`config.mk`:
```
export PLATFORM = sky130hd
export DESIGN_NAME = spi_frame_master
export DESIGN_NICKNAME = d
export VERILOG_FILES = /design/src/rtl/spi_frame_master.sv
export SDC_FILE = /design/constraint.sdc
export NUM_CORES = 1
export LEC_CHECK = 0
export ABC_AREA = 1
export CELL_PAD_IN_SITES_DETAIL_PLACEMENT = 1
export CELL_PAD_IN_SITES_GLOBAL_PLACEMENT = 1
export CORE_MARGIN = 2
export CORE_UTILIZATION = 30
export DETAILED_ROUTE_END_ITERATION = 16
export PLACE_DENSITY = 0.74
export SETUP_SLACK_MARGIN = 0.4
export SYNTH_ARGS = -nofsm -noshare
export SYNTH_HDL_FRONTEND = slang
export SYNTH_SLANG_ARGS = --single-unit
```
`constraint.sdc`:
```
create_clock -name clk -period 3.2 [get_ports clk]
set_input_delay 0.64 -clock clk [delete_from_list [all_inputs] [get_ports clk]]
set_output_delay 0.64 -clock clk [all_outputs]
set_load 0.02 [all_outputs]
```
`src/rtl/spi_frame_master.sv`:
```
// SPI mode-0 master for two-byte expander frames: the command byte and the data byte
// each get their own ss window, and the miso byte seen during the data window is returned.
module spi_frame_master #(
  parameter int CLK_DIV    = 10,
  parameter int GAP_CYCLES = 20
) (
  input  logic       clk,
  input  logic       rst_n,
  input  logic       cmd_valid,
  output logic       cmd_ready,
  input  logic [7:0] cmd_byte,
  input  logic [7:0] data_byte,
  output logic       rsp_valid,
  output logic [7:0] rsp_byte,
  output logic       busy,
  output logic       ss,
  output logic       sclk,
  output logic       mosi,
  input  logic       miso
);

  localparam int MAX_CNT = (CLK_DIV > GAP_CYCLES) ? CLK_DIV : GAP_CYCLES;
  localparam int CW      = (MAX_CNT > 1) ? $clog2(MAX_CNT) : 1;
  localparam logic [CW-1:0] DIV_LAST = CW'(CLK_DIV - 1);
  localparam logic [CW-1:0] GAP_LAST = CW'(GAP_CYCLES - 1);

  typedef enum logic [2:0] {
    IDLE  = 3'd0,
    SETUP = 3'd1,
    SHIFT = 3'd2,
    HOLD  = 3'd3,
    GAP   = 3'd4,
    DONE  = 3'd5
  } state_e;

  state_e        state_q, state_d;
  logic [CW-1:0] cnt_q, cnt_d;
  logic [3:0]    edge_q, edge_d;
  logic          byte_idx_q, byte_idx_d;
  logic [7:0]    tx_q, tx_d;
  logic [7:0]    data_q, data_d;
  logic [7:0]    rx_q, rx_d;
  logic [7:0]    rsp_byte_q, rsp_byte_d;
  logic          ss_q, ss_d;
  logic          sclk_q, sclk_d;
  logic          mosi_q, mosi_d;
  logic          rsp_valid_q, rsp_valid_d;
  logic          busy_q, busy_d;
  logic          accept;

  assign cmd_ready = (state_q == IDLE) && !rsp_valid_q;
  assign accept    = cmd_valid && cmd_ready;
  assign rsp_valid = rsp_valid_q;
  assign rsp_byte  = rsp_byte_q;
  assign busy      = busy_q;
  assign ss        = ss_q;
  assign sclk      = sclk_q;
  assign mosi      = mosi_q;

  always_comb begin
    state_d     = state_q;
    cnt_d       = cnt_q;
    edge_d      = edge_q;
    byte_idx_d  = byte_idx_q;
    tx_d        = tx_q;
    data_d      = data_q;
    rx_d        = rx_q;
    rsp_byte_d  = rsp_byte_q;
    ss_d        = ss_q;
    sclk_d      = sclk_q;
    mosi_d      = mosi_q;
    rsp_valid_d = 1'b0;
    busy_d      = busy_q;
    case (state_q)
      IDLE: begin
        if (accept) begin
          state_d    = SETUP;
          cnt_d      = '0;
          byte_idx_d = 1'b0;
          tx_d       = cmd_byte;
          data_d     = data_byte;
          ss_d       = 1'b1;
          mosi_d     = cmd_byte[7];
          busy_d     = 1'b1;
        end else begin
          busy_d = 1'b0;
        end
      end
      SETUP: begin
        if (cnt_q == DIV_LAST) begin
          state_d = SHIFT;
          cnt_d   = '0;
          edge_d  = 4'd0;
        end else begin
          cnt_d = cnt_q + CW'(1);
        end
      end
      SHIFT: begin
        // edge_q counts sclk toggles; odd values are falling edges
        if (cnt_q == DIV_LAST) begin
          cnt_d  = '0;
          sclk_d = !sclk_q;
          edge_d = edge_q + 4'd1;
          if (!sclk_q) begin
            rx_d = {rx_q[6:0], miso};
          end else if (edge_q == 4'd15) begin
            state_d = HOLD;
          end else begin
            tx_d   = {tx_q[6:0], tx_q[7]};
            mosi_d = tx_q[6];
          end
        end else begin
          cnt_d = cnt_q + CW'(1);
        end
      end
      HOLD: begin
        if (cnt_q == DIV_LAST) begin
          cnt_d  = '0;
          ss_d   = 1'b0;
          mosi_d = 1'b0;
          if (byte_idx_q) begin
            state_d = DONE;
          end else begin
            state_d = GAP;
          end
        end else begin
          cnt_d = cnt_q + CW'(1);
        end
      end
      GAP: begin
        if (cnt_q == GAP_LAST) begin
          state_d    = SETUP;
          cnt_d      = '0;
          byte_idx_d = 1'b1;
          tx_d       = data_q;
          ss_d       = 1'b1;
          mosi_d     = data_q[7];
        end else begin
          cnt_d = cnt_q + CW'(1);
        end
      end
      DONE: begin
        rsp_valid_d = 1'b1;
        rsp_byte_d  = rx_q;
        state_d     = IDLE;
      end
      default: begin
        state_d = IDLE;
      end
    endcase
  end

  always_ff @(posedge clk) begin
    if (!rst_n) begin
      state_q     <= IDLE;
      cnt_q       <= '0;
      edge_q      <= 4'd0;
      byte_idx_q  <= 1'b0;
      tx_q        <= 8'h00;
      data_q      <= 8'h00;
      rx_q        <= 8'h00;
      rsp_byte_q  <= 8'h00;
      ss_q        <= 1'b0;
      sclk_q      <= 1'b0;
      mosi_q      <= 1'b0;
      rsp_valid_q <= 1'b0;
      busy_q      <= 1'b0;
    end else begin
      state_q     <= state_d;
      cnt_q       <= cnt_d;
      edge_q      <= edge_d;
      byte_idx_q  <= byte_idx_d;
      tx_q        <= tx_d;
      data_q      <= data_d;
      rx_q        <= rx_d;
      rsp_byte_q  <= rsp_byte_d;
      ss_q        <= ss_d;
      sclk_q      <= sclk_d;
      mosi_q      <= mosi_d;
      rsp_valid_q <= rsp_valid_d;
      busy_q      <= busy_d;
    end
  end

endmodule

```
# Yosys cells after proc, flatten, opt, wreduce, memory -nomap -nowiden
# Index checks and enable logic that the tools add are counted.
[totals]
register_bits = 50
in_bits = 20
out_inout_bits = 14
[op_classes]
add_sub_neg = 2
n_eq_ne = 16
muxes = 36
n_bitwise = 1
reduce_logical = 22
[op_table]
columns = ["cell", "count"]
rows = [
  ["two-way mux 8 bit", 5],
  ["case mux 8 bit (3 select lines)", 1],
  ["two-way mux 3 bit", 7],
  ["!= test 2 bit (second input constant)", 8],
  ["two-way mux 5 bit", 3],
  ["case mux 3 bit (5 select lines)", 1],
  ["case mux 5 bit (3 select lines)", 1],
  ["AND reduction 7 bit", 2],
  ["two-way mux 1 bit", 12],
  ["AND reduction 3 bit", 3],
  ["nonzero test 3 bit", 3],
  ["two-way mux 4 bit", 2],
  ["case mux 4 bit (2 select lines)", 1],
  ["== test 3 x 2 -> 1 bit (second input constant)", 2],
  ["== test 3 bit (second input constant)", 2],
  ["AND reduction 2 bit", 3],
  ["AND reduction 6 bit", 1],
  ["adder 5 x 1 -> 5 bit (second input constant)", 1],
  ["== test 5 x 4 -> 1 bit (second input constant)", 1],
  ["== test 5 bit (second input constant)", 1],
  ["adder 4 x 1 -> 4 bit (second input constant)", 1],
  ["== test 4 bit (second input constant)", 1],
  ["case mux 1 bit (4 select lines)", 1],
  ["AND reduction 4 bit", 1],
  ["other kinds (10)", 13],
]

# Depth between registers and ports, before layout
# Gate-level depths: netlist of the first run.
[logic_depth]
word_depth = 5
depth_mapped = 11
mapped_depth_nobuf = 11

# Least setup slack after synthesis of the first run
# No wires, ideal clock.
[synth_path]
path_type = "input port to flip-flop"
from = "input port cmd_valid"
to = "register tx_q[0]"
t_arrival_ns = 1.600
required_ns = 3.087
slack_ns = 1.487
stages = 8
n_path_buf = 1
path_cell_list = "buf_2 -> inv_1 -> o211ai_1 -> nand2_1 -> inv_2 -> nand3_1 -> nand2_1 -> nor2_1"
[synth_between]
elab_chain_cells = 3
[synth_rtl]
columns = ["item", "line_no", "rtl"]
rows = [
  ["from (decl)", "9", "input logic cmd_valid,"],
  ["logical AND 1 bit", "52", "assign accept = cmd_valid && cmd_ready;"],
  ["!= test 2 bit (no source line)", "--", ""],
  ["AND reduction 6 bit (no source line)", "--", ""],
  ["to (signal assigned)", "173", "tx_q <= tx_d;"],
  ["to (decl)", "40", "logic [7:0] tx_q, tx_d;"],
]
# Every way passes these cells.
# A chain may end at the register's enable or synchronous reset.

# Final worst setup path of the first run
[layout_path]
from = "register state_q[1]"
to = "output port cmd_ready"
[layout_between]
elab_chain_cells = 2
[layout_rtl]
columns = ["item", "line_no", "rtl"]
rows = [
  ["from (decl)", "36", "state_e state_q, state_d;"],
  ["from (signal assigned)", "169", "state_q <= state_d;"],
  ["zero test 3 bit", "51", "assign cmd_ready = (state_q == IDLE) && !rsp_valid_q;"],
  ["logical AND 1 bit", "51", ""],
  ["to (decl)", "10", "output logic cmd_ready,"],
]
# Every way passes these cells.

==> results_dict.tcl, run 1 <==
set metrics [dict create \
    period_needed_ns 2.60 \
    cts_buffer_depth 2 \
    drv_cap 0 \
    cts_sinks 50 \
    crit_path_max_fanout 10 \
    cpPeakStageDelay_ns 0.65 \
    p_sw_w 0.000908 \
    cp-start-kind "flop" \
    skew_ns 0.00949 \
    num-nets-final 408 \
    status "complete, no violations" \
    setup_tns_ns 0 \
    hold_class "reg -> reg" \
    initial_core_util_pct 30.8 \
    cts_tree "yes" \
    synth_top_family_by_area "simple AND/OR/NAND/NOR gates" \
    ant_nets 0 \
    rows 32 \
    synth_area_mm2 0.00238 \
    cp.arrival_ns 1.96 \
    cp-end-kind "primary output" \
    die_x_um 93.1 \
    synth_mux_area_share_pct 0 \
    coreArea_mm2 0.00773 \
    wirelength_um 6310 \
    drt_iter0_markers 56 \
    power.density_mw_per_mm2 731 \
    max_slew_margin_pct 64.8 \
    cts_setup_buffers 0 \
    path_class "reg -> out" \
    syn_area_per_cell_um2 6.78 \
    dieArea_mm2 0.00867 \
    yosys_warnings 0 \
    root_buffer "clkbuf_8" \
    n_antenna_cell 0 \
    p_comb_share_pct 43.4 \
    crit_slowest_cell "clkdlybuf4s50_1" \
    worst_slew_pin_slew_ns 0.524 \
    htree_levels 2 \
    fmax_mhz 384 \
    synth-xor-area-share_pct 0.368 \
    num_io_pins 34 \
    die_y_um 93.1 \
    drv_slew 0 \
    hpwl_um 4640 \
    insertion_delay_ns 0.31 \
    groute.usage.overall_pct 15.4 \
    clk_pin_slew_ns 0.10 \
    synth_simple_gate_area_share_pct 38.8 \
    final_cell_mix "84 x nor2_1, 73 x nand2_1, 50 x dfxtp_1" \
    post_cts_resized 0 \
    drive_gt1_share_pct 7.77 \
    ys_seq_elements 50 \
    dr.pass1.iters 4 \
    power_leakage_nw 1.32 \
    area_growth_pct 22.0 \
    design_power_total_w 0.00212 \
    ys_seq_area_share_pct 42.0 \
    critPathMostFrequentCell "nor2_4" \
    finalSetupViolCount 0 \
    grt_max_degree 24 \
    syn_inst 351 \
    wl_per_cell_um 12.9 \
    synth_cell_types 24 \
    critical_path.cell_chain "nor2_4, nand2_1, nor2_4, clkdlybuf4s50_1" \
    crit_required_ns 2.56 \
    grt_pass1_vias 2500 \
    cts.hold.buffers_added 0 \
    crit_buf_inv 1 \
    place.gp.congestion 0.823 \
    swShare_pct 42.8 \
    layout_commonest_cell "nor2_1" \
    grt_antenna_before_repair 0 \
    grt-ovfl-total 0 \
    synth_fa_ha_area_share_pct 1.58 \
    io_buffer_count 33 \
    seq_power_share_pct 38.1 \
    cts_buffers 5 \
    synth_nets 374 \
    synth_compound_area_share_pct 10.8 \
    hold_viol 0 \
    vias 2327 \
    vias_per_cell 4.77 \
    power.internal_w 0.00121 \
    grt_pass1_wl_um 11000 \
    drc 0 \
    ir_worst_vdd_uv 249 \
    p_clk_share_pct 18.4 \
    min_period_over_period_pct 81.3 \
    crit_family "buffers and inverters" \
    rsz0062_at_grt "no" \
]
## power by group through the flow
stage	clock network (W)	logic, W	registers, W
after floorplan	0	0.000683	0.000819
after global placement	0	0.000900	0.000820
after detailed placement	0	0.000923	0.000823
after CTS	0.000406	0.000927	0.000809
after global routing	0.000430	0.00106	0.000823
final	0.000392	0.000922	0.000809
## per-layer routing
layer | GRT usage (%) | wire length, µm | up-vias | part of all wire [%]
met5 | 0 | 0 | - | 0
met4 | 3.43 | 82 | 0 | 1.3
met3 | 2.98 | 191 | 8 | 3.0
met2 | 28.2 | 3080 | 34 | 49
met1 | 18.6 | 2950 | 1098 | 47
li1 | - | - | 1187 | -
## cell families (layout without fill, tap and decap cells)
group	count (synthesis)	after routing
and+or+nand+nor	209	209
DFF	50	50
AOI/OAI and AO/OA	50	50
xor gates and xnor gates	1	1
buffers and inverters	38	73
adders and majority gates	3	3
## stage by stage
stage                     hold WS, ns  area, µm²  utilization, %  instances  worst slack [ns]
after global placement          0.450       2810            36.4        480             0.755
after detailed placement        0.450       2810            36.4        480             0.727
final                           0.462       2910            37.6        488             0.598
after CTS                       0.467       2910            37.6        488             0.566
after floorplan                 0.422       2380               -        351              1.49
after global routing            0.499       2910            37.6        488             0.485
## Yosys cell counts
| master | n | area (µm²) |
|---|---|---|
| nor2_1 | 84 | 315 |
| nand2_1 | 73 | 274 |
| dfxtp_1 | 50 | 1000 |
| nand3_1 | 32 | 160 |
| a21oi_1 | 24 | 120 |
| inv_1 | 24 | 90.1 |
| o21ai_0 | 23 | 115 |
| nand2_2 | 6 | 37.5 |
| nor2_4 | 6 | 67.6 |
| inv_2 | 5 | 18.8 |
| nand4_1 | 5 | 31.3 |
| clkbuf_1 | 3 | 11.3 |
| ha_1 | 3 | 37.5 |
| buf_2 | 2 | 10.0 |
| clkinv_1 | 2 | 7.51 |
| a31oi_1 | 1 | 6.26 |
| buf_1 | 1 | 3.75 |
| buf_6 | 1 | 11.3 |
| nand2_4 | 1 | 11.3 |
| nand3_2 | 1 | 10.0 |
| nor3_4 | 1 | 16.3 |
| o211ai_1 | 1 | 7.51 |
| o21ai_2 | 1 | 8.76 |
| xor2_1 | 1 | 8.76 |
## registers in the layout, summed over array words and instances, names as in the netlist
| register | count |
|---|---|
| data_q | 8 |
| rsp_byte | 8 |
| rx_q | 8 |
| tx_q | 8 |
| cnt_q | 5 |
| edge_q | 4 |
| state_q | 3 |
| busy | 1 |
| byte_idx_q | 1 |
| mosi | 1 |
| rsp_valid | 1 |
| sclk | 1 |
| ss | 1 |
## final cells by class
cell class              count  area [µm²]
clock buffers               6        82.6
clock inverters             2        12.5
fillers                   997        4820
inverters                  31         116
multi-input cells         263        1230
flip-flops and latches     50        1000
well taps                 102         128
repair buffers             34         338
## path summary, 6_finish.rpt
check,start,end,slack (ns),cells after the start
worst max register to register,cnt_q[0],rx_q[5],1.33,10
worst min register to register,ss,ss,0.46,2
worst min-delay path,ss,ss,0.46,2
worst max-delay path,state_q[1],cmd_ready,0.60,4
## worst reg2reg max path, delay by kind of cell, from the launching register on
family	cells	cell delay (ns)
simple gates	6	0.75
flops	1	0.44
buf+inv	3	0.39
fa+ha+maj	1	0.19
No activity file was read; power rests on OpenSTA's default activity.
==> inputs of run 2 (changes only) <==
==> constraint.sdc (replaced) <==
create_clock -name clk -period 2.6 [get_ports clk]
set_input_delay 0.52 -clock clk [delete_from_list [all_inputs] [get_ports clk]]
set_output_delay 0.52 -clock clk [all_outputs]
set_load 0.02 [all_outputs]
==> results_dict.tcl, run 2 (synthesis gave the netlist of run 1 again) <==
set metrics [dict create \
    status "complete, no violations" \
    cp-end-kind "primary output" \
    grt-ovfl-total 0 \
    cts_sinks 50 \
    ant_nets 0 \
    n_antenna_cell 0 \
    groute.usage.overall_pct 15.4 \
    critPathMostFrequentCell "nor2_4" \
    power.density_mw_per_mm2 898 \
    worst_slew_pin_slew_ns 0.515 \
    crit_path_max_fanout 7 \
    cp.arrival_ns 1.55 \
    fmax_mhz 482 \
    clk_pin_slew_ns 0.10 \
    cpPeakStageDelay_ns 0.42 \
    vias 2302 \
    setup_tns_ns 0 \
    n_fill_cell 1000 \
    cts_buffer_depth 2 \
    crit_family "simple AND/OR/NAND/NOR gates" \
    hold_viol 0 \
    final_cells 490 \
    initial_core_util_pct 30.8 \
    rows 32 \
    area_growth_pct 22.8 \
    rsz0062_at_grt "no" \
    period_needed_ns 2.07 \
    utilization_pct 37.8 \
    dp.cells 481 \
    crit_buf_inv 1 \
    crit_required_ns 2.08 \
    num_io_pins 34 \
    coreArea_mm2 0.00773 \
    min_period_over_period_pct 79.8 \
    place.gp.congestion 0.792 \
    die_y_um 93.1 \
    cp-start-kind "flop" \
    num-nets-final 410 \
    grt_pass1_vias 2350 \
    place_area_mm2 0.00282 \
    grt_pass1_wl_um 10600 \
    cts.hold.buffers_added 0 \
    cts_tree "yes" \
    drive_gt1_share_pct 8.25 \
    path_class "reg -> out" \
    wl_per_cell_um 12.7 \
    dieArea_mm2 0.00867 \
    io_buffer_count 33 \
    final_area_mm2 0.00292 \
    skew_ns 0.00669 \
    finalSetupViolCount 0 \
    hold_class "reg -> reg" \
    root_buffer "clkbuf_8" \
    drv_slew 0 \
    max_slew_margin_pct 65.5 \
    layout_commonest_cell "nor2_1" \
    htree_levels 2 \
    ir_worst_vdd_uv 266 \
    hpwl_um 4680 \
    cts_buffers 5 \
    dr.pass1.iters 4 \
    final_cell_mix "84 x nor2_1, 73 x nand2_1, 50 x dfxtp_1" \
    drv_cap 0 \
    grt_antenna_before_repair 0 \
    critical_path.cell_chain "nor2_4, nand2_1, nor2_4, clkdlybuf4s15_1" \
    wirelength_um 6240 \
    vias_per_cell 4.70 \
    power_leakage_nw 1.33 \
    insertion_delay_ns 0.31 \
    die_x_um 93.1 \
    drc 0 \
    crit_slowest_cell "dfxtp_1" \
    drt_iter0_markers 56 \
    hold_ws_ns 0.449 \
    grt_max_degree 24 \
]
run 2: changes by cell type in the layout (fill, tap and decap cells not counted), sizes merged:
cell	delta
buf	+2
clkdlybuf4s15	+1
clkdlybuf4s50	-1
clkinv	-1
inv	+1
run 2: repair_timing:
action                                  in CTS  in global routing
endpoints found under the setup margin       1                  1
resized for setup                            2                  0
pin swaps                                    0                  1
setup buffers                                0                  1
gates cloned                                 0                  0
run 2: layout make-up:
| class | count | area [µm²] | area share, % |
|---|---|---|---|
| Tap cell | 102 | 128 | 4.36 |
| Clock buffer | 6 | 82.6 | 2.82 |
| Multi-Input combinational cell | 263 | 1230 | 42.0 |
| Sequential cell | 50 | 1000 | 34.2 |
| Clock inverter | 2 | 16.3 | 0.556 |
| Timing Repair Buffer | 36 | 353 | 12.1 |
| Inverter | 31 | 116 | 3.98 |
run 2: per-stage QoR:
| step | total power [W] | setup slack, ns |
|---|---|---|
| 2_1_floorplan | 0.00185 | 1.01 |
| 3_3_place_gp | 0.00212 | 0.472 |
| 3_5_place_dp | 0.00215 | 0.436 |
| 4_1_cts | 0.00264 | 0.404 |
| 5_1_grt | 0.00285 | 0.428 |
| 6_report | 0.00263 | 0.526 |
run 2: where the power goes:
part | total (W) | leakage [nW] | internal (W) | switching [W]
Combinational | 0.00114 | 0.878 | 0.000401 | 0.000740
Clock | 0.000492 | 0.0478 | 0.000219 | 0.000272
Sequential | 0.000992 | 0.407 | 0.000892 | 0.000100
Total | 0.00263 | 1.33 | 0.00151 | 0.00111
run 2: worst register-to-register path: stages, from the launching register on:
cell and delay (ns):
dfxtp_1 0.55, nand2_2 0.14, nor2_4 0.29, nand2_1 0.22
nor2_4 0.24, inv_2 0.12, nor2_1 0.12, nor2_1 0.06
run 2: final timing paths:
check | from | slack [ns] | to | cells after the start
worst max-delay path | state_q[1] | 0.53 | cmd_ready | 4
worst min-delay path | ss | 0.45 | ss | 2
worst min register to register | ss | 0.45 | ss | 2
worst max register to register | state_q[1] | 0.76 | rx_q[2] | 7
run 2: routing by layer:
layer	up-vias	share of wire [%]	wire (µm)	track usage [%]
li1	1189	-	-	-
met1	1069	46	2870	18.3
met2	34	48	3020	27.7
met3	10	3.9	241	3.06
met4	0	1.8	112	5.15
met5	-	0	0	0
==> inputs of run 3 (changes only) <==
==> constraint.sdc (replaced) <==
create_clock -name clk -period 2 [get_ports clk]
set_input_delay 0.4 -clock clk [delete_from_list [all_inputs] [get_ports clk]]
set_output_delay 0.4 -clock clk [all_outputs]
set_load 0.02 [all_outputs]
==> results_dict.tcl, run 3 (synthesis gave the netlist of run 1 again) <==
set metrics [dict create \
    met1_usage_pct 19.6 \
    area_growth_pct 34.8 \
    max_slew_margin_pct 74.1 \
    min_period_over_period_pct 79.8 \
    power.internal_w 0.00219 \
    place_area_mm2 0.00289 \
    drv_cap 0 \
    cp.arrival_ns 1.20 \
    cp-start-kind "flop" \
    skew_ns 0.00561 \
    io_buffer_count 33 \
    power.density_mw_per_mm2 1190 \
    multi_input_area_mm2 0.00135 \
    p_comb_share_pct 47.9 \
    die_x_um 93.1 \
    crit_required_ns 1.60 \
    ir_worst_vdd_uv 382 \
    wirelength_um 7020 \
    num_io_pins 34 \
    drive_gt1_share_pct 19.4 \
    utilization_pct 41.5 \
    status "complete, no violations" \
    n_fill_cell 999 \
    critical_path.cell_chain "nor2_4, nand2_1, nor2_4, buf_4" \
    regArea_mm2 0.00102 \
    rsz0062_at_grt "yes" \
    drt_iter0_markers 71 \
    crit_path_max_fanout 2 \
    initial_core_util_pct 30.8 \
    seq_power_share_pct 33.4 \
    cpPeakStageDelay_ns 0.34 \
    dieArea_mm2 0.00867 \
    hpwl_um 4870 \
    critPathMostFrequentCell "nor2_4" \
    p_clk_share_pct 18.8 \
    final_area_mm2 0.00321 \
    drc 0 \
    rows 32 \
    grt-ovfl-total 0 \
    clk_pin_slew_ns 0.09 \
    vias_per_cell 4.71 \
    n_antenna_cell 0 \
    cts_sinks 50 \
    power_leakage_nw 1.51 \
    htree_levels 2 \
    period_needed_ns 1.60 \
    fmax_mhz 626 \
    final_cells 509 \
    root_buffer "clkbuf_8" \
    place.gp.congestion 0.830 \
    cp-end-kind "primary output" \
    design_power_total_w 0.00383 \
    finalSetupViolCount 0 \
    pre_cts_ws_ns -0.0551 \
    cts.hold.buffers_added 0 \
    wl_per_cell_um 13.8 \
    final_cell_mix "78 x nor2_1, 66 x nand2_1, 44 x dfxtp_1" \
    grt_pass1_vias 2400 \
    hold_viol 0 \
    cts_tree "yes" \
    path_class "reg -> out" \
    coreArea_mm2 0.00773 \
    insertion_delay_ns 0.31 \
    num-nets-final 429 \
    ant_nets 0 \
    grtUsageMet2_pct 28.4 \
    grt_antenna_before_repair 0 \
    gr-usage-met3_pct 3.14 \
    drv_slew 0 \
    swShare_pct 42.8 \
    cts_buffers 5 \
    hold_class "reg -> reg" \
    worst_slew_pin_slew_ns 0.386 \
    busiest_layer "met2" \
    dp.cells 491 \
    dr.pass1.iters 4 \
    crit_slowest_cell "dfxtp_2" \
    grt_max_degree 19 \
    groute.usage.overall_pct 16.0 \
    grt_pass1_wl_um 11100 \
    p_sw_w 0.00164 \
    fin_ws_ns 0.403 \
    cts_buffer_depth 2 \
    vias 2399 \
    layout_commonest_cell "nor2_1" \
    die_y_um 93.1 \
]
==> run 3: final cells by class <==
class | count | area share [%]
clock inverters | 1 | 0.936
clock buffers | 7 | 2.38
well taps | 102 | 3.98
repair buffers | 55 | 14.9
multi-input cells | 263 | 42.2
flip-flops and latches | 50 | 31.7
inverters | 31 | 3.94
==> run 3: metal layers <==
layer	part of all wire, %	wire length [µm]
met5	0	0
met4	1.9	134
met3	2.9	205
met2	50	3490
met1	45	3190
==> run 3: critical path: cells and delay by family, from the launching register on <==
kind	cells	cell delay, ns
simple gates	3	0.40
flops	1	0.34
buf+inv	1	0.15
==> run 3: worst paths after layout <==
check	cells past startpoint	slack [ns]	from	to
worst max-delay path	4	0.40	state_q[0]	cmd_ready
worst min-delay path	2	0.45	ss	ss
worst max register to register	11	0.42	cnt_q[1]	tx_q[1]
worst min register to register	2	0.45	ss	ss
==> run 3: power groups by stage <==
| stage | Clock, W | Combinational, W | Sequential, W |
|---|---|---|---|
| final | 0.000719 | 0.00184 | 0.00128 |
| after global routing | 0.000781 | 0.00205 | 0.00130 |
| after CTS | 0.000733 | 0.00167 | 0.00126 |
| after detailed placement | 0 | 0.00163 | 0.00128 |
| after global placement | 0 | 0.00157 | 0.00128 |
| after floorplan | 0 | 0.00109 | 0.00131 |
==> run 3: metrics by stage <==
step,hold slack (ns),TNS [ns]
6_report,0.450,0
5_1_grt,0.492,0
4_1_cts,0.461,0
3_5_place_dp,0.448,-0.0910
3_3_place_gp,0.449,-0.000969
2_1_floorplan,0.422,0
==> run 3: what timing repair did <==
item,CTS,global route
gates resized for setup,25,40
gates cloned,0,0
pin swaps,6,9
setup endpoints to repair,39,29
setup buffers,5,5
